===== config.mk =====
export PLATFORM = sky130hd
export DESIGN_NAME = mem_mgr_noc_decoder
export DESIGN_NICKNAME = d
export VERILOG_FILES = /design/src/rtl/mem_mgr_noc_pkg.sv /design/src/rtl/mem_mgr_req_reg.sv /design/src/rtl/mem_mgr_noc_decoder.sv
export SDC_FILE = /design/constraint.sdc
export NUM_CORES = 1
export LEC_CHECK = 0
export ABC_AREA = 1
export CAP_MARGIN = 20
export CORE_UTILIZATION = 45
export DETAILED_ROUTE_END_ITERATION = 6
export HOLD_SLACK_MARGIN = 0.15
export PLACE_DENSITY = 0.68
export SETUP_SLACK_MARGIN = 0.02
export SKIP_CTS_REPAIR_TIMING = 1
export SLEW_MARGIN = 30
export SYNTH_ARGS = -nofsm -noshare
export SYNTH_HDL_FRONTEND = slang
export SYNTH_SLANG_ARGS = --single-unit

===== constraint.sdc =====
create_clock -name clk_ctrl -period 9.8 [get_ports clk_ctrl]
set_clock_uncertainty 0.2 [all_clocks]
set_input_delay 0.98 -clock clk_ctrl [delete_from_list [all_inputs] [get_ports clk_ctrl]]
set_output_delay 0.98 -clock clk_ctrl [all_outputs]
set_load 0.02 [all_outputs]

===== src/rtl/mem_mgr_noc_pkg.sv =====
// Shared definitions for the memory-manager NoC decoder and encoder.
// Opcodes, decoder states and header field offsets.
package mem_mgr_noc_pkg;

    localparam logic [2:0] MPUT   = 3'd4;
    localparam logic [2:0] MGET   = 3'd5;
    localparam logic [2:0] MLOAD  = 3'd6;
    localparam logic [2:0] MSTORE = 3'd7;
    localparam logic [2:0] MACK   = 3'd2;
    localparam logic [2:0] MDATA  = 3'd3;

    localparam int HL_BIT    = 28;
    localparam int CODE_LSB  = 25;
    localparam int LEN_LSB   = 12;
    localparam int DST_Y_LSB = 3;
    localparam int DST_X_LSB = 0;

    typedef enum logic [2:0] {
        ST_IDLE,
        ST_SECOND_WORD,
        ST_THIRD_WORD,
        ST_WR_DATA,
        ST_RD_ISSUE,
        ST_WAIT_RESP,
        ST_IGNORE
    } state_t;

    function automatic logic is_wr_code(input logic [2:0] code);
        return (code == MPUT) || (code == MSTORE);
    endfunction

endpackage


===== src/rtl/mem_mgr_req_reg.sv =====
// One-entry valid/ready output register for memory requests.
// Payload holds until the memory side accepts it.
module mem_mgr_req_reg #(
    parameter int ADDR_SZ = 32
) (
    input  logic               clk_ctrl,
    input  logic               clk_ctrl_rst,
    input  logic               ld_valid,
    input  logic               ld_we,
    input  logic [ADDR_SZ-1:0] ld_addr,
    input  logic [31:0]        ld_wdata,
    output logic               ld_ready,
    output logic               req_valid,
    output logic               req_we,
    output logic [ADDR_SZ-1:0] req_addr,
    output logic [31:0]        req_wdata,
    input  logic               req_ready
);

    assign ld_ready = !req_valid || req_ready;

    always_ff @(posedge clk_ctrl or posedge clk_ctrl_rst) begin
        if (clk_ctrl_rst) begin
            req_valid <= 1'b0;
            req_we    <= 1'b0;
            req_addr  <= '0;
            req_wdata <= '0;
        end else if (ld_valid && ld_ready) begin
            req_valid <= 1'b1;
            req_we    <= ld_we;
            req_addr  <= ld_addr;
            req_wdata <= ld_wdata;
        end else if (req_ready) begin
            req_valid <= 1'b0;
        end
    end

endmodule


===== src/rtl/mem_mgr_noc_decoder.sv =====
// Ingress stage of the DRAM-tile memory manager: parses NoC packets
// and issues word read/write requests to the memory port.
module mem_mgr_noc_decoder
    import mem_mgr_noc_pkg::*;
#(
    parameter int XY_SZ        = 3,
    parameter int ADDR_SZ      = 32,
    parameter int MAX_LOG2_LEN = 8
) (
    input  logic               clk_ctrl,
    input  logic               clk_ctrl_rst,
    input  logic [2*XY_SZ-1:0] HsrcId,
    input  logic               stream_in_TVALID,
    input  logic [31:0]        stream_in_TDATA,
    input  logic [3:0]         stream_in_TKEEP,
    input  logic               stream_in_TLAST,
    output logic               stream_in_TREADY,
    output logic [31:0]        header1,
    output logic [31:0]        data1,
    output logic               cpu_req_valid,
    output logic               cpu_req_we,
    output logic [ADDR_SZ-1:0] cpu_req_addr,
    output logic [31:0]        cpu_req_wdata,
    input  logic               cpu_req_ready,
    input  logic               cpu_res_valid,
    input  logic               cpu_res_ready,
    output logic               busy,
    output logic               err_flag
);

    state_t state, state_nxt;

    logic               beat, req_fire, res_fire;
    logic               ld_valid, ld_we, ld_ready, ld_fire;
    logic [ADDR_SZ-1:0] ld_addr;
    logic [31:0]        ld_wdata;
    logic               err_set, wr_op, wr_last;
    logic [15:0]        ld_cnt, acc_cnt, res_cnt, exp_cnt;
    logic [ADDR_SZ-1:0] addr_reg;
    logic [2:0]         in_code;
    logic [3:0]         in_len;
    logic               in_hl, hdr_bad;
    logic [15:0]        in_n;
    logic               unused_keep;

    assign unused_keep = ^stream_in_TKEEP;

    assign in_code = stream_in_TDATA[CODE_LSB +: 3];
    assign in_len  = stream_in_TDATA[LEN_LSB +: 4];
    assign in_hl   = stream_in_TDATA[HL_BIT];
    assign in_n    = in_hl ? (16'd1 << in_len) : 16'd1;
    assign hdr_bad = ({stream_in_TDATA[DST_Y_LSB +: XY_SZ],
                       stream_in_TDATA[DST_X_LSB +: XY_SZ]} != HsrcId)
                   || !in_code[2]
                   || (in_hl && (in_len > 4'(MAX_LOG2_LEN)));

    assign beat     = stream_in_TVALID && stream_in_TREADY;
    assign req_fire = cpu_req_valid && cpu_req_ready;
    assign res_fire = cpu_res_valid && cpu_res_ready;
    assign ld_fire  = ld_valid && ld_ready;
    assign wr_op    = is_wr_code(header1[CODE_LSB +: 3]);
    assign wr_last  = (ld_cnt + 16'd1) == exp_cnt;
    assign ld_addr  = {addr_reg[ADDR_SZ-1:2], 2'b00};
    assign ld_wdata = ld_we ? stream_in_TDATA : 32'd0;
    assign busy     = state != ST_IDLE;

    always_ff @(posedge clk_ctrl or posedge clk_ctrl_rst) begin
        if (clk_ctrl_rst)
            state <= ST_IDLE;
        else
            state <= state_nxt;
    end

    always_comb begin
        state_nxt = state;
        err_set   = 1'b0;
        unique case (state)
            ST_IDLE: if (beat) begin
                if (hdr_bad) begin
                    err_set   = 1'b1;
                    state_nxt = stream_in_TLAST ? ST_IDLE : ST_IGNORE;
                end else if (stream_in_TLAST) begin
                    err_set = 1'b1;
                end else begin
                    state_nxt = ST_SECOND_WORD;
                end
            end
            ST_SECOND_WORD: if (beat) begin
                if (stream_in_TLAST) begin
                    err_set   = 1'b1;
                    state_nxt = ST_IDLE;
                end else begin
                    state_nxt = wr_op ? ST_WR_DATA : ST_THIRD_WORD;
                end
            end
            ST_THIRD_WORD: if (beat) begin
                if (stream_in_TLAST) begin
                    state_nxt = ST_RD_ISSUE;
                end else begin
                    err_set   = 1'b1;
                    state_nxt = ST_IGNORE;
                end
            end
            ST_WR_DATA: if (beat) begin
                if (stream_in_TLAST) begin
                    err_set   = !wr_last;
                    state_nxt = ST_WAIT_RESP;
                end else if (wr_last) begin
                    err_set   = 1'b1;
                    state_nxt = ST_IGNORE;
                end
            end
            ST_RD_ISSUE:
                if ((acc_cnt + 16'(req_fire)) == exp_cnt)
                    state_nxt = ST_WAIT_RESP;
            ST_WAIT_RESP:
                if ((res_cnt + 16'(res_fire)) >= exp_cnt)
                    state_nxt = ST_IDLE;
            ST_IGNORE:
                if (beat && stream_in_TLAST)
                    state_nxt = ST_IDLE;
            default: state_nxt = ST_IDLE;
        endcase
    end

    always_comb begin
        stream_in_TREADY = 1'b0;
        ld_valid         = 1'b0;
        ld_we            = 1'b0;
        unique case (state)
            ST_IDLE, ST_SECOND_WORD, ST_THIRD_WORD, ST_IGNORE:
                stream_in_TREADY = 1'b1;
            ST_WR_DATA: begin
                stream_in_TREADY = ld_ready;
                ld_valid         = stream_in_TVALID;
                ld_we            = 1'b1;
            end
            ST_RD_ISSUE:
                ld_valid = ld_cnt != exp_cnt;
            default: ;
        endcase
        if (clk_ctrl_rst)
            stream_in_TREADY = 1'b0;
    end

    // Counters restart on every accepted header; responses count in any busy state.
    always_ff @(posedge clk_ctrl or posedge clk_ctrl_rst) begin
        if (clk_ctrl_rst) begin
            header1  <= '0;
            data1    <= '0;
            addr_reg <= '0;
            ld_cnt   <= '0;
            acc_cnt  <= '0;
            res_cnt  <= '0;
            exp_cnt  <= '0;
            err_flag <= 1'b0;
        end else begin
            err_flag <= err_flag | err_set;
            if (state == ST_IDLE) begin
                if (beat) begin
                    header1 <= stream_in_TDATA;
                    exp_cnt <= in_n;
                    ld_cnt  <= '0;
                    acc_cnt <= '0;
                    res_cnt <= '0;
                end
            end else begin
                if (req_fire)
                    acc_cnt <= acc_cnt + 16'd1;
                if (res_fire)
                    res_cnt <= res_cnt + 16'd1;
            end
            if (state == ST_SECOND_WORD && beat) begin
                data1    <= stream_in_TDATA;
                addr_reg <= ADDR_SZ'(stream_in_TDATA);
            end
            if (state == ST_THIRD_WORD && beat)
                addr_reg <= ADDR_SZ'(stream_in_TDATA);
            if (ld_fire) begin
                addr_reg <= addr_reg + ADDR_SZ'(4);
                ld_cnt   <= ld_cnt + 16'd1;
            end
            if (state == ST_WR_DATA && beat && stream_in_TLAST && !wr_last)
                exp_cnt <= ld_cnt + 16'd1;
        end
    end

    mem_mgr_req_reg #(.ADDR_SZ(ADDR_SZ)) u_req_reg (
        .clk_ctrl     (clk_ctrl),
        .clk_ctrl_rst (clk_ctrl_rst),
        .ld_valid     (ld_valid),
        .ld_we        (ld_we),
        .ld_addr      (ld_addr),
        .ld_wdata     (ld_wdata),
        .ld_ready     (ld_ready),
        .req_valid    (cpu_req_valid),
        .req_we       (cpu_req_we),
        .req_addr     (cpu_req_addr),
        .req_wdata    (cpu_req_wdata),
        .req_ready    (cpu_req_ready)
    );

endmodule


# Word-level counts from Yosys, hierarchy flattened
# Index checks and enable logic that the tools add are counted.
[totals]
ff_bits = 228
inputBits = 49
out_inout_bits = 133
elab_cells = 126
[op_classes]
add_sub_neg = 6
magnitude_cmp = 2
eq_ne = 21
n_shift = 1
mux = 47
bitwise = 1
n_reduce_logical = 35
[ops]
columns = ["operator", "count"]
rows = [
  ["two-way mux 16 bit", 11],
  ["two-way mux 32 bit", 4],
  ["adder 16 x 1 -> 16 bit, second input constant", 3],
  ["two-way mux 3 bit", 12],
  ["adder 16 x 1 -> 16 bit", 2],
  ["adder 32 x 3 -> 32 bit, second input constant", 1],
  ["equality test 16 bit", 2],
  ["one-hot mux 3 bit (7 select lines)", 1],
  ["greater-or-equal comparator 16 bit", 1],
  ["!= test 16 bit", 1],
  ["left shift 1 x 4 -> 16 bit, first input constant", 1],
  ["equality test 3 bit, second input constant", 5],
  ["two-way mux 1 bit", 14],
  ["!= test 2 bit, second input constant", 7],
  ["nonzero test 2 bit", 7],
  ["logical AND 1 bit", 11],
  ["AND reduction 2 bit", 5],
  ["AND reduction 9 bit", 1],
  ["equality test 3 x 2 -> 1 bit, second input constant", 2],
  ["!= test 3 bit, second input constant", 2],
  ["!= test 6 bit", 1],
  ["nonzero test 3 bit", 2],
  ["greater-than comparator 4 bit, second input constant", 1],
  ["logical OR 1 bit", 4],
  ["8 further kinds", 12],
]

# Depth between registers and ports, before layout
# Gate-level depths: netlist of run 1.
[depth]
ltp_word = 10
mapped_depth = 23
depth_no_buf = 22

# By module
# From an unflattened synthesis of run 1, not the netlist that was laid out.
[unflattened]
cells_unflattened = 1781
hier_area_um2 = 13235.2
[modules_own_cells]
columns = ["module", "n_inst", "cells_each", "area_per_inst_um2", "seq_area_each_um2"]
rows = [
  ["mem_mgr_noc_decoder", 1, 1494, 10613.9, 4053.9],
  ["mem_mgr_req_reg", 1, 287, 2621.3, 1651.6],
]

# Worst setup path before layout of run 1
# Ideal clock, no wire load.
[synth_timing]
path_kind = "input-to-reg"
start = "input cpu_res_valid"
end = "register state[1]"
setup_ns = 0.117
arrival_time_ns = 3.201
t_required_ns = 9.483
setup_slack_ns = 6.283
cell_stages = 19
path_buffers = 0
cell_sequence = "nand2_1 -> inv_1 -> ha_1 -> ha_1 -> nand2_1 -> nor3_1 -> nand2_1 -> nor2_1 -> xor2_1 -> ha_1 -> nand4_1 -> nor3_1 -> nand3_1 -> nand3_1 -> nor2_1 -> nor2_1 -> nand2_1 -> nand2_1 -> nand2_1"
[synth_via]
elab_chain_cells = 5
[synth_lines]
columns = ["element", "line_no", "source"]
rows = [
  ["start, declared", "mem_mgr_noc_decoder.sv:25", "input logic cpu_res_valid,"],
  ["logical AND 1 bit", "mem_mgr_noc_decoder.sv:59", "assign res_fire = cpu_res_valid && cpu_res_ready;"],
  ["adder 16 x 1 -> 16 bit", "mem_mgr_noc_decoder.sv:117", "if ((res_cnt + 16'(res_fire)) >= exp_cnt)"],
  ["greater-or-equal comparator 16 bit", "mem_mgr_noc_decoder.sv:117", ""],
  ["!= test 2 bit (no source line)", "--", ""],
  ["AND reduction 9 bit (no source line)", "--", ""],
  ["end signal, assigned", "mem_mgr_noc_decoder.sv:71", "state <= state_nxt;"],
  ["end, declared", "mem_mgr_noc_decoder.sv:31", "state_t state, state_nxt;"],
]
# Every way passes these cells.
# A chain may end at the register's enable or synchronous reset.

# Worst setup path after layout of run 1
[layout_timing]
start = "register ld_cnt[9]"
end = "register ld_cnt[0]"
[layout_via]
elab_chain_cells = 5
word_cells_on_any_way = 7
cone_classes = "1 x eq/ne; 2 x mux; 4 x reduce/logical"
[layout_lines]
columns = ["element", "line_no", "source"]
rows = [
  ["start, declared", "mem_mgr_noc_decoder.sv:38", "logic [15:0] ld_cnt, acc_cnt, res_cnt, exp_cnt;"],
  ["start signal, assigned", "mem_mgr_noc_decoder.sv:181", "ld_cnt <= ld_cnt + 16'd1;"],
  ["!= test 16 bit (*)", "mem_mgr_noc_decoder.sv:139", "ld_valid = ld_cnt != exp_cnt;"],
  ["one-hot mux 1 bit (2 select lines) (*)", "mem_mgr_noc_decoder.sv:130", "unique case (state)"],
  ["logical AND 1 bit (*)", "mem_mgr_noc_decoder.sv:60", "assign ld_fire = ld_valid && ld_ready;"],
  ["nonzero test 2 bit (no source line)", "--", ""],
  ["AND reduction 2 bit (no source line)", "--", ""],
]
# Every way passes the cells marked *; elsewhere a longest branch is shown, timed or not.

==> results of run 1 <==
==> cell usage after synthesis, types with 6 or more instances <==
library cell and n:
a21oi_1 20, buf_2 21, buf_4 9, clkbuf_1 20, dfrtp_1 226, ha_1 25
inv_1 174, inv_2 6, nand2_1 460, nand2_2 7, nand3_1 113, nand3_2 8
nand4_1 13, nor2_1 88, nor3_1 36, o211ai_1 7, o21ai_0 160, o21ai_1 32
o22ai_1 27, xnor2_1 16, xor2_1 80
==> placed cells by master (no fill, tap or decap), drive strengths merged <==
cell type      instances
clkinv                14
o22ai                 27
xnor3                  1
xnor2                 16
o41ai                  1
bufinv                 1
dfrtp                226
xor2                  80
or2                    1
buf                    4
inv                  180
o21a                   1
conb                   2
a211oi                 2
ha                    25
nor4                   5
nand3b                 2
clkbuf                35
a41oi                  1
nor3                  37
nand2                469
o211ai                 7
nand3                122
nor2                  97
o21bai                 3
nand4                 14
o221ai                 3
o21ai                193
a31o                   1
nor3b                  1
o32ai                  1
o311ai                 1
clkinvlp               1
clkdlybuf4s50        175
a21oi                 22
==> cells by family after synthesis <==
kind of cell / after synthesis / share of synthesized area
simple gates: 748 / 0.258
flops: 226 / 0.453
compound gates: 263 / 0.114
xor+xnor: 97 / 0.0692
fa+ha+maj: 25 / 0.0251
other cells: 1 / 0.000301
buf+inv: 240 / 0.0796
==> worst min path at each step <==
stage / start / end / slack, ps / depth (start not counted)
floorplan: state[0] / state[0] / 260 / 2
global placement: err_flag / err_flag / 270 / 1
detailed placement: u_req_reg.req_addr[24] / u_req_reg.req_addr[24] / 270 / 2
CTS: u_req_reg.req_addr[2] / u_req_reg.req_addr[2] / 290 / 2
global route: err_flag / err_flag / 300 / 1
finish: data1[19] / data1[19] / 280 / 2
==> metal layers <==
layer	GRT usage	wire, µm	part of all wire	vias up
met5	0	0	0	-
met4	0.0684	986	0.027	0
met2	0.426	17200	0.47	302
met3	0.0521	2270	0.063	63
li1	-	-	-	5473
met1	0.345	15700	0.44	5346
==> metrics by stage <==
step	total power (W)	setup slack (ps)	utilization
after floorplan	0.00304	2430	-
after global placement	0.00383	5330	0.533
after detailed placement	0.00386	5300	0.534
after CTS	0.00483	5700	0.564
after global routing	0.00515	5300	0.564
final	0.00481	5670	0.564
==> worst max-delay path: cells and delay by family (launching register included) <==
family	cells	cell delay, ps
DFF	1	410
AOI/OAI and AO/OA	1	320
buffers and inverters	3	980
and+or+nand+nor	10	2030
==> power groups by stage <==
stage	clock network [W]	registers, W	logic (W)
after floorplan	0	0.00177	0.00127
after global placement	0	0.00160	0.00222
after detailed placement	0	0.00161	0.00226
after CTS	0.000961	0.00160	0.00227
after global routing	0.000992	0.00165	0.00251
final	0.000945	0.00161	0.00226
==> area by class of cell <==
class                   instances  area [µm²]
clock buffers                  35         724
clock inverters                11         108
fillers                      2540       11800
inverters                     185         707
multi-input cells            1135        5850
flip-flops and latches        226        5660
well taps                     372         465
repair buffers                179        1790
==> flow_summary.ini, run 1 <==
[routing]
initialDrtViolationCount = 872
viasPerCell = 5.22
drc = 0
post_drt_wl_per_cell_um = 16.9
wl_mm = 36.2
final_antenna_net_count = 0
first_pass_iters = 5
vias = 11200

[synth]
synth_edf_count = 0
synth.top_cell.area_share = 0.453
synth_seq_cells = 226
synthCells = 1600
yosys_warnings = 0
syn_area_per_cell_um2 = 7.80
synth_area_mm2 = 0.0125
yosys.area.top_type = dfrtp_1
synth_area_leaders = dfrtp_1 (45%), nand2_1 (14%), o21ai_0 (6.4%)
synth-main-ff-cell = dfrtp_1
yosysSeqAreaShare = 0.453
async_flop_share = 1.00
synthDistinctLibCells = 50

[grt]
grt.total_usage = 0.257
grt_pass1_vias = 10600
grt_pass1_wl_mm = 58.0
globalRouteOverflowTotal = 0
grt_max_degree = 147
antenna_found_initial = 0

[power]
pwr-share-clk = 0.196
ir_worst_vdd_uv = 194
p_switching_w = 0.00211
p_per_area_mw_per_mm2 = 315
p_leak_nw = 7.22
sequentialPowerShare = 0.334
intPower_w = 0.00270
switching_share = 0.438
p_comb_frac = 0.470

[setup_path]
critPathMaxStageDelay_ps = 760
timing.critical_path.mode_cell = nand2_1
reg2reg_depth = 14
arrival_ps = 4370
r2r_slack_ps = 5670
cp.required_ps = 10040
r2r-start = ld_cnt[9]
end_kind = flip-flop
worst_setup_path_start_kind = flip-flop
endpoint = ld_cnt[0]
cp-startpoint = ld_cnt[9]
timing.rr.end = ld_cnt[0]
critical_path_class = reg2reg
cp_max_fo = 84
slowest_stage = buf_4
crit_chain = inv_1 > nand2_1 > nand2_1 > inv_1 > nor2_1 > nand2_1 > nor2_1 > nand2_1 > nand2_1 > nand2_1 > nand2_4 > buf_4 > nand2_1 > o21ai_0

[clock_tree]
h-tree-depth = 1
clkTransAtPathRegs_ps = 60
cts_made_buffers = 26
clockBufferDepth = 3
cts-root-buf = clkbuf_16
cts_tree = yes
cts_sinks = 226
clk_latency_ps = 550

[placement]
dpl.cell_count = 2097
io_buffer_count = 175
postPlaceCellArea_mm2 = 0.0145
gp_congestion = 0.937
place_hpwl_mm = 25.7

[job]
drv_cap = 0

[timing]
slew_violations = 0
rsz0062_at_grt = false
whs_ps = 283
fin_crit_ps = 4130
finalSetupViolations = 0
relSlewSlack = 0.360
hold_violations = 0
worstMarginPinSlew_ps = 958
fin_crit_sh = 0.422
fmax_ghz = 0.242
timing.setup.tns_ps = 0

[cells_and_area]
final_cells = 2143
design_area_mm2 = 0.0153
final_nets = 1827
drive_gt1_frac = 0.0503
num_antenna_cells = 0
top_regs = data1: 32 flops, header1: 32 flops, u_req_reg.req_wdata: 32 flops
syn_to_final_growth_pct = 22.6

[floorplan]
start_util = 0.460
die_area_mm2 = 0.0284
num_rows = 60
die_h_um = 168
die_w_um = 168
ios = 182
fp.coreArea_mm2 = 0.0271

[min_path]
holdCritPathClass = reg2reg

[run_status]
status = complete, no violations
Power figures use the tool's default switching activity.
==> inputs of run 2 (changes only) <==
--- a/config.mk
+++ b/config.mk
@@ -10,7 +10,7 @@
 export CORE_UTILIZATION = 45
 export DETAILED_ROUTE_END_ITERATION = 6
 export HOLD_SLACK_MARGIN = 0.15
-export PLACE_DENSITY = 0.68
+export PLACE_DENSITY = 0.71
 export SETUP_SLACK_MARGIN = 0.02
 export SKIP_CTS_REPAIR_TIMING = 1
 export SLEW_MARGIN = 30
==> constraint.sdc (replaced) <==
create_clock -name clk_ctrl -period 3.46 [get_ports clk_ctrl]
set_clock_uncertainty 0.2 [all_clocks]
set_input_delay 0.346 -clock clk_ctrl [delete_from_list [all_inputs] [get_ports clk_ctrl]]
set_output_delay 0.346 -clock clk_ctrl [all_outputs]
set_load 0.02 [all_outputs]
==> flow_summary.ini, run 2 (synthesis gave the netlist of run 1 again) <==
[run_status]
status = complete, no violations

[timing]
hold_violations = 0
relSlewSlack = 0.534
rsz0062_at_grt = false
fin_ws_ps = 268
fin_crit_ps = 3190
fmax_ghz = 0.313
fin_crit_sh = 0.922
worstMarginPinSlew_ps = 692
finalSetupViolations = 0
slew_violations = 0

[routing]
post_drt_wl_per_cell_um = 17.0
wl_mm = 36.8
first_pass_iters = 7
final_antenna_net_count = 0
vias = 11400
initialDrtViolationCount = 947
drc = 0
viasPerCell = 5.24

[setup_path]
arrival_ps = 2650
reg2reg_depth = 21
timing.rr.end = state[0]
cp.required_ps = 2910
cp_max_fo = 7
r2r_slack_ps = 490
critPathBufInv = 3
critPathTopFamily = buffers and inverters
r2r-start = ld_cnt[1]
slowest_stage = clkdlybuf4s50_1
worst_setup_path_start_kind = flip-flop
end_kind = output port
critical_path_class = reg2out
critPathMaxStageDelay_ps = 590
crit_chain = nor2_1 > inv_1 > nor2_1 > inv_1 > clkdlybuf4s50_1

[floorplan]
die_area_mm2 = 0.0284
ios = 182
fp.coreArea_mm2 = 0.0271
die_h_um = 168
die_w_um = 168
start_util = 0.460
num_rows = 60

[min_path]
holdCritPathClass = in2reg
min-delay-start = stream_in_TDATA[3]
whs_endpoint = addr_reg[3]
whs_path_depth = 3

[clock_tree]
h-tree-depth = 1
cts-root-buf = clkbuf_16
cts_sinks = 226
clk_latency_ps = 560
clkTransAtPathRegs_ps = 70
clockBufferDepth = 3
cts_made_buffers = 26
cts_tree = yes

[grt]
grt_pass1_vias = 11100
globalRouteOverflowTotal = 0
grt_pass1_wl_mm = 59.7
grt.total_usage = 0.264
antenna_found_initial = 0
grt_max_degree = 91

[cells_and_area]
final_cell_mix = nand2_1 (457), dfrtp_1 (226), clkdlybuf4s50_1 (175)
top_regs = data1: 32 flops, header1: 32 flops, u_req_reg.req_wdata: 32 flops
fin_util = 0.574
num_antenna_cells = 0
n_fill_cell = 2454
final_nets = 1853
drive_gt1_frac = 0.0628
syn_to_final_growth_pct = 24.7
layout_commonest_cell = nand2_1

[placement]
place_ws_ps = -59.7
place_hpwl_mm = 27.1
io_buffer_count = 175
gp_congestion = 0.953

[job]
drv_cap = 0

[power]
p_leak_nw = 7.36
ir_worst_vdd_uv = 497
p_per_area_mw_per_mm2 = 896
## run 2: where the power goes
part           switching, W  internal, W  total (W)
registers          0.000931      0.00364    0.00457
logic               0.00397      0.00261    0.00658
clock network       0.00114      0.00165    0.00279
## run 2: how the worst max path moves through the flow
stage / start / end / slack, ps / cells past startpoint
2_1_floorplan: clk_ctrl_rst / acc_cnt[0] / -40 / 1
6_report: state[1] / busy / 270 / 5
5_1_grt: state[1] / busy / 190 / 5
4_1_cts: state[1] / busy / 300 / 5
3_5_place_dp: cpu_res_ready / state[0] / -60 / 20
3_3_place_gp: cpu_res_valid / state[1] / 9 / 20
## run 2: final cells by class
| type | instances | area, µm² | share of cell area |
|---|---|---|---|
| sequential | 226 | 5660 | 0.364 |
| clock inverter | 9 | 124 | 0.00796 |
| timing repair buffer | 205 | 2020 | 0.130 |
| clock buffer | 38 | 746 | 0.0479 |
| tap | 372 | 465 | 0.0299 |
| inverter | 185 | 698 | 0.0449 |
| multi-input combinational | 1135 | 5850 | 0.376 |
## run 2: layer usage
layer / GRT usage / wire [µm] / share of wire / up-vias
li1: - / - / - / 5527
met1: 0.333 / 15500 / 0.42 / 5438
met4: 0.0909 / 1270 / 0.034 / 0
met2: 0.458 / 18200 / 0.49 / 327
met3: 0.0440 / 1910 / 0.052 / 70
met5: 0 / 0 / 0 / -
## run 2: worst min-delay path: cells and delay by family
family	cells	cell delay, ps
AOI/OAI and AO/OA	1	80
and+or+nand+nor	1	80
buffers and inverters	1	430
## run 2: per-stage QoR
step	setup TNS, ps	cells	total power (W)	hold slack, ps	area, µm²
final	0	2170	0.0139	235	15600
after global placement	0	2122	0.0110	266	14700
after floorplan	-8590	1601	0.00861	264	12500
after detailed placement	-149	2122	0.0111	265	14700
after global routing	0	2170	0.0149	262	15600
after CTS	0	2169	0.0140	75.5	15500
